File: config.mk
export PLATFORM = sky130hd
export DESIGN_NAME = mem_rd_arbiter
export DESIGN_NICKNAME = d
export VERILOG_FILES = /design/src/rtl/mem_rd_arbiter.sv
export SDC_FILE = /design/constraint.sdc
export NUM_CORES = 1
export LEC_CHECK = 0
export ABC_AREA = 0
export BUFFER_PORTS_ARGS = -buffer_cell sky130_fd_sc_hd__buf_2
export CORE_AREA = 2 2 531 533
export CTS_CLUSTER_DIAMETER = 60
export DETAILED_ROUTE_END_ITERATION = 16
export DIE_AREA = 0 0 533 535
export GPL_ROUTABILITY_DRIVEN = 1
export PLACE_DENSITY = 0.3
export SETUP_SLACK_MARGIN = 0.15
export SYNTH_ARGS = -nofsm -noshare
export SYNTH_HDL_FRONTEND = slang
export SYNTH_SLANG_ARGS = --single-unit
File: constraint.sdc
create_clock -name clk -period 8.55 [get_ports clk]
set_clock_uncertainty 0.05 [all_clocks]
set_input_delay 0 -clock clk [delete_from_list [all_inputs] [get_ports clk]]
set_output_delay 0 -clock clk [all_outputs]
set_load 0.05 [all_outputs]
File: src/rtl/mem_rd_arbiter.sv
// Round-robin arbiter sharing one memory AR/R channel pair among several HLS requesters.
// A registered AR slice holds the granted request; an order FIFO steers in-order R bursts back.
module mem_rd_arbiter #(
  parameter int NUM_REQ    = 2,
  parameter int AR_W       = 97,
  parameter int R_W        = 519,
  parameter int R_LAST_BIT = 0,
  parameter int MAX_OUT    = 4
) (
  input  logic                        clk,
  input  logic                        arst_n,
  input  logic [NUM_REQ*AR_W-1:0]     req_ar_dat,
  input  logic [NUM_REQ-1:0]          req_ar_vld,
  output logic [NUM_REQ-1:0]          req_ar_rdy,
  output logic [R_W-1:0]              req_r_dat,
  output logic [NUM_REQ-1:0]          req_r_vld,
  input  logic [NUM_REQ-1:0]          req_r_rdy,
  output logic [AR_W-1:0]             mem_ar_dat,
  output logic                        mem_ar_vld,
  input  logic                        mem_ar_rdy,
  input  logic [R_W-1:0]              mem_r_dat,
  input  logic                        mem_r_vld,
  output logic                        mem_r_rdy,
  output logic [$clog2(MAX_OUT):0]    outstanding,
  output logic                        orphan_err
);

  localparam int IDX_W = (NUM_REQ > 1) ? $clog2(NUM_REQ) : 1;
  localparam int PTR_W = $clog2(MAX_OUT);
  localparam int CNT_W = $clog2(MAX_OUT) + 1;

  typedef enum logic {S_EMPTY, S_FULL} slice_t;

  slice_t             slice_st;
  logic [AR_W-1:0]    slice_dat;
  logic [IDX_W-1:0]   rr_ptr;
  logic [IDX_W-1:0]   winner;
  logic [IDX_W-1:0]   head;
  logic [IDX_W-1:0]   order_q [MAX_OUT];
  logic [PTR_W-1:0]   wr_ptr;
  logic [PTR_W-1:0]   rd_ptr;
  logic [CNT_W-1:0]   count;
  logic [IDX_W:0]     cand;
  logic [AR_W-1:0]    win_dat;
  logic               found;
  logic               fifo_ne;
  logic               fifo_full;
  logic               pop;
  logic               grant;

  assign fifo_ne   = (count != '0);
  assign fifo_full = (count == CNT_W'(MAX_OUT));
  assign head      = order_q[rd_ptr];
  assign pop       = fifo_ne & mem_r_vld & req_r_rdy[head] & mem_r_dat[R_LAST_BIT];

  // A last-beat pop in the same cycle frees a FIFO slot, so a full FIFO does not block that grant.
  assign grant = (|req_ar_vld)
               & ((slice_st == S_EMPTY) | mem_ar_rdy)
               & (~fifo_full | pop);

  always_comb begin
    winner = rr_ptr;
    found  = 1'b0;
    cand   = '0;
    for (int k = 0; k < NUM_REQ; k++) begin
      cand = {1'b0, rr_ptr} + (IDX_W+1)'(k);
      if (cand >= (IDX_W+1)'(NUM_REQ))
        cand = cand - (IDX_W+1)'(NUM_REQ);
      if (!found && req_ar_vld[cand[IDX_W-1:0]]) begin
        winner = cand[IDX_W-1:0];
        found  = 1'b1;
      end
    end
  end

  always_comb begin
    win_dat = '0;
    for (int k = 0; k < NUM_REQ; k++) begin
      if (winner == IDX_W'(k))
        win_dat = req_ar_dat[k*AR_W +: AR_W];
    end
  end

  // Ready is masked by reset so requesters never see a handshake while the block is held in reset.
  always_comb begin
    req_ar_rdy = '0;
    if (grant && arst_n)
      req_ar_rdy[winner] = 1'b1;
    req_r_vld = '0;
    if (fifo_ne)
      req_r_vld[head] = mem_r_vld;
  end

  assign mem_r_rdy   = fifo_ne & req_r_rdy[head];
  assign req_r_dat   = mem_r_dat;
  assign mem_ar_vld  = (slice_st == S_FULL);
  assign mem_ar_dat  = slice_dat;
  assign outstanding = count;

  always_ff @(posedge clk or negedge arst_n) begin
    if (!arst_n) begin
      slice_st   <= S_EMPTY;
      slice_dat  <= '0;
      rr_ptr     <= '0;
      wr_ptr     <= '0;
      rd_ptr     <= '0;
      count      <= '0;
      orphan_err <= 1'b0;
    end else begin
      if (grant) begin
        slice_st  <= S_FULL;
        slice_dat <= win_dat;
        rr_ptr    <= (winner == IDX_W'(NUM_REQ-1)) ? '0 : winner + 1'b1;
        wr_ptr    <= wr_ptr + 1'b1;
      end else if (mem_ar_rdy) begin
        slice_st  <= S_EMPTY;
      end
      if (pop)
        rd_ptr <= rd_ptr + 1'b1;
      case ({grant, pop})
        2'b10:   count <= count + 1'b1;
        2'b01:   count <= count - 1'b1;
        default: count <= count;
      endcase
      if (mem_r_vld && !fifo_ne)
        orphan_err <= 1'b1;
    end
  end

  // Grant order storage needs no reset: entries are only read behind the occupancy count.
  always_ff @(posedge clk) begin
    if (grant)
      order_q[wr_ptr] <= winner;
  end

endmodule

==> run_results.csv, run 1 <==
group,metric,value,unit
finish,drive_gt1_share,21.27,%
power_and_ir_drop,cellLeakagePower,0.006502,uW
power_and_ir_drop,p_per_area,259.5,mW/mm2
synth,synth-seq-cells,111,
synth,synth.largest_area_cell,"buf_4",
run_status,outcome,"complete, no violations",
synth,synthCells,1123,
synth,synth-seq-area-share,30.52,%
global_route,grt-ovfl-total,0,
placed_design,port_buffers,310,
clocking,cts_buffers,9,
placed_design,placed_cells,4592,
setup_path,worstPathRequired,8.82,ns
job,max_cap_viol_count,0,
synth,syn_area_per_cell,8.162,um2
floorplanning,dieHeight,535,um
detailed_routing,drcViolationCount,0,
detailed_routing,avgViaCountPerCell,2.172,
detailed_routing,wl_per_cell,30.57,um
synth,syn_area,0.009166,mm2
setup_path,path_class,"reg2reg",
sta,rsz0062_at_grt,"false",
power_and_ir_drop,internal_power,1966,uW
finish,finish.net_count,2325,
synth,yosysTopAreaCellShare,42.59,%
finish,stdcell_area,0.01904,mm2
global_route,grt_usage,11.09,%
floorplanning,io_pins,1347,
global_route,met3_usage,8.885,%
clocking,clk_pin_slew,0.11,ns
detailed_routing,ant_nets,0,
detailed_routing,first_iter_violations,574,
power_and_ir_drop,comb_power_share,70.0,%
sta,maxSlewHeadroom,24.03,%
synth,ys_types,29,
setup_path,cp-end-kind,"register",
power_and_ir_drop,peakVddDrop,0.1183,mV
sta,final.setup.tns,0,ns
detailed_routing,totalWireLength,165.8,mm
clocking,cts_root_buf,"clkbuf_16",
floorplanning,core_area,0.2789,mm2
global_route,gr-usage-met1,11.94,%
global_route,grt_pass1_wl,189.2,mm
sta,fin_crit_sh,54.58,%
global_route,grt_max_degree,103,
sta,period_minus_slack,4.667,ns
detailed_routing,via_count,11780,
placed_design,place_congestion,0.7261,
clocking,cts_tree,"built",
floorplanning,die_area,0.2852,mm2
floorplanning,core.rowCount,194,
finish,area_delta_synth_final,107.8,%
global_route,grt_busiest_layer,"met2",
setup_path,critical_path_arrival,4.94,ns
synth,syn-num-nets,1850,
placed_design,hpwl,151.4,mm
clocking,cts_max_level,3,
setup_path,cp-start-kind,"register",
power_and_ir_drop,sw_frac_of_total,60.23,%
sta,final_max_slew_viol_count,0,
finish,fin_cells,5423,
sta,max_clock_freq,214.3,MHz
placed_design,placed_area,0.01130,mm2
clocking,cts.repair.resized,0,
detailed_routing,drt_pre_antenna_iters,5,
sta,hold_viol_final,0,
sta,worst_pin_slew,1.140,ns
floorplanning,start_util,3.287,%
setup_path,cp_max_fo,54,
synth,synth.area.top_cells,"buf_4, dfrtp_1, nand2_1",
clocking,clk_latency,0.43,ns
power_and_ir_drop,switchingPower,2977,uW
floorplanning,dieWidth,533,um
synth,ys_warn_count,0,
clocking,cts.sinks,111,
global_route,use_met2,16.72,%
global_route,antenna_found_initial,366,
clocking,cts_buffer_depth,2,
power_and_ir_drop,seqPwrFrac,19.5,%
sta,setup-violations-final,0,
power_and_ir_drop,clock_power_share,10.5,%
hold_path,min_path_type,"in2reg",
global_route,grt_pass1_vias,10590,
[cell usage in the layout (no fill, tap or decap), types with 4 or more instances in the layout]
cell type / n
nor2_1: 7
buf_4: 8
a21oi_1: 97
diode_2: 96
clkbuf_16: 9
a31oi_1: 97
buf_2: 309
dfrtp_1: 107
nand2_1: 198
ha_1: 5
and3_1: 5
dlygate4sd3_1: 719
inv_1: 6
edfxtp_1: 4
[worst max-delay path: stages (launching register included)]
cell and delay [ns]:
dfrtp_1 0.42, mux4_2 0.57, mux2i_1 0.22, o2111ai_4 0.22, buf_4 0.63, and2_4 0.80
buf_4 0.66, a31oi_1 0.18, dlygate4sd3_1 0.61
[state kept, by name (all words and copies together), names as in the netlist]
name / count
order_q: 4
mem_ar_vld: 1
mem_ar_dat: 97
rr_ptr: 1
wr_ptr: 2
orphan_err: 1
outstanding: 3
rd_ptr: 2
[area by class of cell]
class,instances,area (um2)
Fill cell,32790,259900
Timing Repair Buffer,1037,8817
Tap cell,3724,4659
Sequential cell,111,2798
Multi-Input combinational cell,432,2196
Antenna cell,96,240.2
Clock buffer,9,225.2
Clock inverter,7,77.57
Inverter,7,31.28
[power groups by stage]
stage	sequential, uW	combinational, uW	clock, uW
final	963	3460	518
after global routing	992	3650	563
after floorplan	1800	1280	0
after detailed placement	969	2290	0
after global placement	966	2280	0
after CTS	961	3520	560
[cells by family (layout without fill, tap and decap cells)]
group                    Yosys count  in the layout  share of synthesized area [%]
XOR/XNOR                           6              6                         0.5734
buffers and inverters            580           1060                          45.90
flip-flops                       111            111                          30.52
adder cells (fa/ha/maj)            6              6                         0.9009
AO/OA/AOI/OAI                    199            199                          12.31
other                              0             96                              0
multiplexers                       4              4                         0.6278
AND/OR/NAND/NOR                  217            217                          9.159
[layer usage]
layer  up-vias  routed length [um]
met5         -                1224
li1       4232                   -
met1      5243               60260
met4       188                5695
met3       576               29730
met2      1538               68870
[Yosys cell counts]
cell and instances:
nor3_1 1, xor2_1 3, o2111ai_1 1, inv_1 6, buf_6 9, mux2i_1 2
or3_1 1, and2_1 1, nand2b_1 1, edfxtp_1 4, a31oi_1 97, buf_4 520
nor2_1 7, a21o_1 1, xnor2_1 3, ha_1 5, o21ai_0 1, mux2_4 1
clkbuf_1 35, nand3_1 3, fa_1 1, and3_1 5, inv_2 1, mux4_2 1
dfrtp_1 107, nand2_1 198, a21oi_1 97, o21a_1 2, buf_2 9
[timing repair]
action | 4_1_cts | 5_1_grt
hold endpoints to repair | 687 | 0
buffers inserted | 0 | 0
hold buffers | 719 | 0
[per-stage QoR]
step           utilization, %  worst slack [ns]  power, uW  hold slack, ns
4_1_cts                 6.742             3.879       5043        0.004147
3_3_place_gp            4.053             4.377       3250        -0.06291
3_5_place_dp            4.053             4.378       3258        -0.05970
5_1_grt                 6.771             3.628       5200         0.05233
6_report                6.828             3.883       4942         0.05179
2_1_floorplan               -             5.638       3074         -0.3456
[worst paths after layout]
kind                                from        endpoint  slack, ns  cells after the start
hold / removal             req_ar_vld[0]          rr_ptr       0.05                      3
hold reg to reg               orphan_err      orphan_err       0.41                      1
min in group asynchronous         arst_n       wr_ptr[0]       0.58                      3
setup reg to reg               rd_ptr[0]  mem_ar_dat[57]       3.88                      8
max in group asynchronous         arst_n   mem_ar_dat[0]       6.44                      4
setup / recovery               rd_ptr[0]  mem_ar_dat[57]       3.88                      8
No activity file was read; power rests on OpenSTA's default activity.
==> run 2, diff against run 1 <==
--- a/config.mk
+++ b/config.mk
@@ -7,10 +7,10 @@
 export LEC_CHECK = 0
 export ABC_AREA = 0
 export BUFFER_PORTS_ARGS = -buffer_cell sky130_fd_sc_hd__buf_2
-export CORE_AREA = 2 2 531 533
+export CORE_AREA = 2 2 532 534
 export CTS_CLUSTER_DIAMETER = 60
 export DETAILED_ROUTE_END_ITERATION = 16
-export DIE_AREA = 0 0 533 535
+export DIE_AREA = 0 0 534 536
 export GPL_ROUTABILITY_DRIVEN = 1
 export PLACE_DENSITY = 0.3
 export SETUP_SLACK_MARGIN = 0.15
==> constraint.sdc (replaced) <==
create_clock -name clk -period 4.3 [get_ports clk]
set_clock_uncertainty 0.05 [all_clocks]
set_input_delay 0 -clock clk [delete_from_list [all_inputs] [get_ports clk]]
set_output_delay 0 -clock clk [all_outputs]
set_load 0.05 [all_outputs]
==> run 2 against run 1 <==
Global-route usage grew 0.18 points; via count increased by 0.91%; clock power rose by 100%; sequential power grew 97%; register-to-register slack lost 3.0 ns; clock-buffer cell count is 1 higher; combinational power is 99% higher; die area increased by 0.37%.
==> run_results.csv, run 2 (synthesized netlist as in run 1, its figures left out) <==
group,metric,value,unit
run_status,outcome,"complete, no violations",
sta,worst_pin_slew,0.9848,ns
power_and_ir_drop,switchingPower,5930,uW
global_route,grt_usage,11.27,%
finish,drive_gt1_share,21.46,%
global_route,grt_max_degree,59,
power_and_ir_drop,p_per_area,516.0,mW/mm2
detailed_routing,via_count,11880,
clocking,cts.repair.resized,0,
finish,final_common_cell,"dlygate4sd3_1",
clocking,clk_latency,0.43,ns
floorplanning,io_pins,1347,
finish,stdcell_area,0.01905,mm2
finish,register_area,0.002798,mm2
job,max_cap_viol_count,0,
floorplanning,core.rowCount,195,
detailed_routing,first_iter_violations,662,
clocking,cts_root_buf,"clkbuf_16",
sta,max_clock_freq,292.5,MHz
power_and_ir_drop,comb_power_share,69.9,%
detailed_routing,avgViaCountPerCell,2.185,
placed_design,port_buffers,310,
finish,fillerInstances,33010,
global_route,grt_pass1_vias,10560,
clocking,cts_buffer_depth,2,
clocking,clk_pin_slew,0.13,ns
sta,maxSlewHeadroom,34.35,%
setup_path,critical_path_arrival,3.72,ns
clocking,cts.sinks,111,
hold_path,min_path_type,"in2reg",
power_and_ir_drop,seqPwrFrac,19.3,%
placed_design,hpwl,154.5,mm
power_and_ir_drop,sw_frac_of_total,60.34,%
setup_path,worstPathRequired,4.60,ns
setup_path,path_class,"reg2reg",
finish,fin_util,6.783,%
setup_path,cp-start-kind,"register",
clocking,cts_buffers,9,
finish,most-common-layout-cells,"dlygate4sd3_1, buf_2, nand2_1",
finish,area_delta_synth_final,107.8,%
floorplanning,core_area,0.2808,mm2
power_and_ir_drop,internal_power,3899,uW
detailed_routing,drcViolationCount,0,
floorplanning,dieWidth,534,um
power_and_ir_drop,cellLeakagePower,0.006512,uW
sta,period_minus_slack,3.419,ns
global_route,grt-ovfl-total,0,
detailed_routing,totalWireLength,169.1,mm
sta,final_max_slew_viol_count,0,
finish,largest_register_ffs,97,
clocking,post_cts_buffers,0,
detailed_routing,ant_nets,0,
sta,hold_viol_final,0,
setup_path,cp-end-kind,"register",
global_route,grt_pass1_wl,192.0,mm
setup_path,cp_max_fo,58,
sta,final.setup.tns,0,ns
detailed_routing,wl_per_cell,31.09,um
sta,rsz0062_at_grt,"false",
sta,setup-violations-final,0,
finish,multiInputGateArea,0.002196,mm2
floorplanning,die_area,0.2862,mm2
floorplanning,start_util,3.264,%
sta,fin_crit_sh,79.50,%
clocking,cts_max_level,3,
power_and_ir_drop,peakVddDrop,0.1920,mV
finish,finish.net_count,2325,
clocking,hold_buffers,715,
placed_design,placed_area,0.01135,mm2
global_route,antenna_found_initial,378,
detailed_routing,drt_pre_antenna_iters,5,
floorplanning,dieHeight,536,um
clocking,cts_tree,"built",
placed_design,place_congestion,0.6977,
power_and_ir_drop,clock_power_share,10.8,%
run 2: changes by cell type in the layout (fill, tap and decap cells not counted), sizes merged:
cell,before,now
diode,96,93
clkinv,3,2
dlygate4sd3,719,715
buf,317,321
clkbuf,10,11
inv,10,11
clkinvlp,1,0
run 2: critical path, stage by stage, from the launching register on:
cell	delay (ns)
dfrtp_1	0.40
mux4_2	0.57
mux2i_1	0.22
o2111ai_4	0.30
and2_4	0.20
buf_4	0.65
a31oi_1	0.18
dlygate4sd3_1	0.62
run 2: final timing paths:
path | startpoint | to | slack, ns | depth (start not counted)
max | rd_ptr[0] | mem_ar_dat[66] | 0.88 | 7
min | req_ar_dat[6] | mem_ar_dat[6] | 0.02 | 3
max reg2reg | rd_ptr[0] | mem_ar_dat[66] | 0.88 | 7
min reg2reg | orphan_err | orphan_err | 0.41 | 1
max in group asynchronous | arst_n | mem_ar_dat[46] | 2.74 | 4
min in group asynchronous | arst_n | rr_ptr | 0.52 | 3
run 2: layer usage:
metal,global-route usage (%),part of all wire [%],vias up
met4,2.289,3.2,198
li1,-,-,4223
met1,11.65,35,5276
met5,0,0.75,-
met2,17.99,44,1572
met3,8.729,18,615
run 2: layout make-up:
| class | count | share of cell area (%) |
|---|---|---|
| timing repair buffer | 1037 | 46.30 |
| inverter | 7 | 0.1642 |
| sequential | 111 | 14.69 |
| clock inverter | 6 | 0.3153 |
| clock buffer | 10 | 1.202 |
| multi-input combinational | 432 | 11.53 |
| tap | 3743 | 24.58 |
| antenna | 93 | 1.222 |
run 2: stage by stage:
stage / instances / worst slack (ns) / hold WS (ns) / total power (uW)
after global routing: 5381 / 0.6526 / 0.01127 / 10370
final: 5439 / 0.8814 / 0.01781 / 9829
after floorplan: 1123 / 1.388 / -0.3456 / 6113
after detailed placement: 4614 / 1.283 / -0.05161 / 6463
after global placement: 4614 / 1.261 / -0.05078 / 6450
after CTS: 5345 / 0.8593 / 0.0009667 / 10060
run 2: power groups by stage:
stage,combinational [uW],clock (uW),sequential [uW]
after floorplan,2540,0,3570
after detailed placement,4540,0,1920
after global placement,4530,0,1920
final,6870,1060,1900
after CTS,6990,1160,1900
after global routing,7230,1170,1970
==> run 3, diff against run 2 <==
==> constraint.sdc (replaced) <==
create_clock -name clk -period 3.6 [get_ports clk]
set_clock_uncertainty 0.05 [all_clocks]
set_input_delay 0 -clock clk [delete_from_list [all_inputs] [get_ports clk]]
set_output_delay 0 -clock clk [all_outputs]
set_load 0.05 [all_outputs]
==> run 3 against run 2 <==
Global-route usage hardly changed; first-iteration DRC count increased by 6.9%; maximum frequency rose by 8.7%; sequential share of layout area shrank 0.061 points; wire length increased by 0.31%.
==> run_results.csv, run 3 (synthesized netlist as in run 1, its figures left out) <==
group,metric,value,unit
finish,fillerInstances,32980,
sta,fin_crit_sh,87.36,%
setup_path,cp-end-kind,"register",
power_and_ir_drop,p_per_area,624.1,mW/mm2
detailed_routing,drt-met1-wl,58.34,mm
clocking,cts_buffers,9,
clocking,cts_buffer_depth,2,
detailed_routing,avgViaCountPerCell,2.191,
finish,multiInputGateArea,0.002196,mm2
hold_path,min_path_type,"in2reg",
clocking,hold_buffers,717,
clocking,cts_root_buf,"clkbuf_16",
floorplanning,start_util,3.264,%
finish,largest_register_ffs,97,
detailed_routing,drcViolationCount,0,
global_route,antenna_found_initial,379,
floorplanning,core.rowCount,195,
floorplanning,core_area,0.2808,mm2
floorplanning,die_area,0.2862,mm2
placed_design,hpwl,153.8,mm
sta,final_max_slew_viol_count,0,
global_route,grt_usage,11.31,%
clocking,cts_tree,"built",
setup_path,cp_max_fo,100,
placed_design,placed_cells,4610,
sta,setup-violations-final,0,
detailed_routing,ant_nets,0,
detailed_routing,maxUsedRoutingLayer,"met5",
clocking,cts.sinks,111,
clocking,post_cts_buffers,0,
setup_path,crit_start,"rd_ptr[0]",
power_and_ir_drop,sw_frac_of_total,60.10,%
setup_path,rrSetupSlack,0.45,ns
detailed_routing,first_iter_violations,708,
detailed_routing,totalWireLength,169.6,mm
power_and_ir_drop,internal_power,4763,uW
clocking,cts_max_level,3,
global_route,grt_pass1_vias,10500,
setup_path,path_class,"reg2reg",
power_and_ir_drop,cellLeakagePower,0.006531,uW
detailed_routing,wl_met3,30.27,mm
setup_path,reg2reg_depth,7,
sta,rsz0062_at_grt,"false",
floorplanning,dieHeight,536,um
finish,area_delta_synth_final,108.7,%
detailed_routing,wl_per_cell,31.18,um
sta,period_minus_slack,3.145,ns
finish,finish.net_count,2322,
global_route,grt_pass1_wl,192.6,mm
sta,worst_pin_slew,1.035,ns
sta,max_clock_freq,318.0,MHz
placed_design,placed_area,0.01137,mm2
finish,drive_gt1_share,21.31,%
finish,stdcell_area,0.01913,mm2
setup_path,cp-start-kind,"register",
sta,maxSlewHeadroom,31.02,%
floorplanning,dieWidth,534,um
sta,hold_viol_final,0,
finish,fin_cells,5441,
run_status,outcome,"complete, no violations",
power_and_ir_drop,switchingPower,7175,uW
detailed_routing,met2_length,74.14,mm
placed_design,port_buffers,310,
power_and_ir_drop,clock_power_share,11.5,%
detailed_routing,drt_pre_antenna_iters,5,
setup_path,worstPathRequired,3.90,ns
floorplanning,io_pins,1347,
global_route,grt-ovfl-total,0,
clocking,clk_latency,0.44,ns
setup_path,timing.rr.end,"mem_ar_dat[61]",
sta,worst_slack,0.4549,ns
setup_path,worstSetupEndpoint,"mem_ar_dat[61]",
job,max_cap_viol_count,0,
finish,fin_util,6.811,%
setup_path,critical_path_arrival,3.45,ns
sta,final.setup.tns,0,ns
placed_design,place_congestion,0.6926,
placed_design,place_ws,0.6139,ns
finish,final_common_cell,"dlygate4sd3_1",
power_and_ir_drop,comb_power_share,69.4,%
power_and_ir_drop,seqPwrFrac,19.1,%
power_and_ir_drop,peakVddDrop,0.3643,mV
clocking,cts.repair.resized,0,
finish,most-common-layout-cells,"dlygate4sd3_1, buf_2, nand2_1",
clocking,clk_pin_slew,0.12,ns
setup_path,r2r_start,"rd_ptr[0]",
detailed_routing,via_count,11920,
finish,register_area,0.002798,mm2
global_route,grt_max_degree,104,
## run 3: changes by cell type in the layout (fill, tap and decap cells not counted)
cell and change:
dlygate4sd3_1 +1, clkinv_4 -1, inv_6 +1, buf_4 -8
inv_8 -2, clkinv_8 +2, diode_2 +5, clkbuf_1 -1
bufinv_16 +1, buf_12 +4
## run 3: layout make-up
cell class	count	area share, %
Sequential cell	111	14.63
Timing Repair Buffer	1034	46.27
Clock buffer	9	1.177
Tap cell	3743	24.48
Inverter	7	0.1635
Clock inverter	7	0.5233
Multi-Input combinational cell	432	11.48
Antenna cell	98	1.282
## run 3: power groups by stage
| stage | clock network, uW | registers [uW] | logic (uW) |
|---|---|---|---|
| 4_1_cts | 1530 | 2280 | 8410 |
| 3_5_place_dp | 0 | 2300 | 5460 |
| 5_1_grt | 1520 | 2360 | 8700 |
| 6_report | 1380 | 2280 | 8280 |
| 2_1_floorplan | 0 | 4270 | 3030 |
| 3_3_place_gp | 0 | 2290 | 5460 |
## run 3: per-layer routing
metal  vias up  global-route usage, %
li1       4234                      -
met1      5250                  11.70
met2      1635                  17.93
met3       612                  8.656
met4       192                  2.669
met5         -                      0
## run 3: worst max-delay path, cell delays in order (launching register included)
cell,delay [ns]
dfrtp_1,0.41
mux4_2,0.56
mux2i_1,0.22
o2111ai_4,0.26
and2_4,0.20
buf_12,0.41
a31oi_1,0.16
dlygate4sd3_1,0.60
## run 3: metrics by stage
step           power, uW  hold slack [ns]
6_report           11940          0.07289
2_1_floorplan       7302          -0.3456
3_3_place_gp        7745         -0.05009
3_5_place_dp        7759         -0.05019
5_1_grt            12570          0.09334
4_1_cts            12220          0.01156
## run 3: how the worst min path moves through the flow
stage / startpoint / endpoint / slack (ns) / cells past startpoint
floorplan: arst_n / mem_ar_dat[0] / -0.35 / 0
global placement: arst_n / wr_ptr[0] / -0.05 / 1
detailed placement: arst_n / wr_ptr[0] / -0.05 / 1
CTS: mem_r_dat[0] / rd_ptr[1] / 0.01 / 5
global route: mem_r_dat[0] / rd_ptr[0] / 0.09 / 4
finish: mem_r_dat[0] / rd_ptr[1] / 0.07 / 5
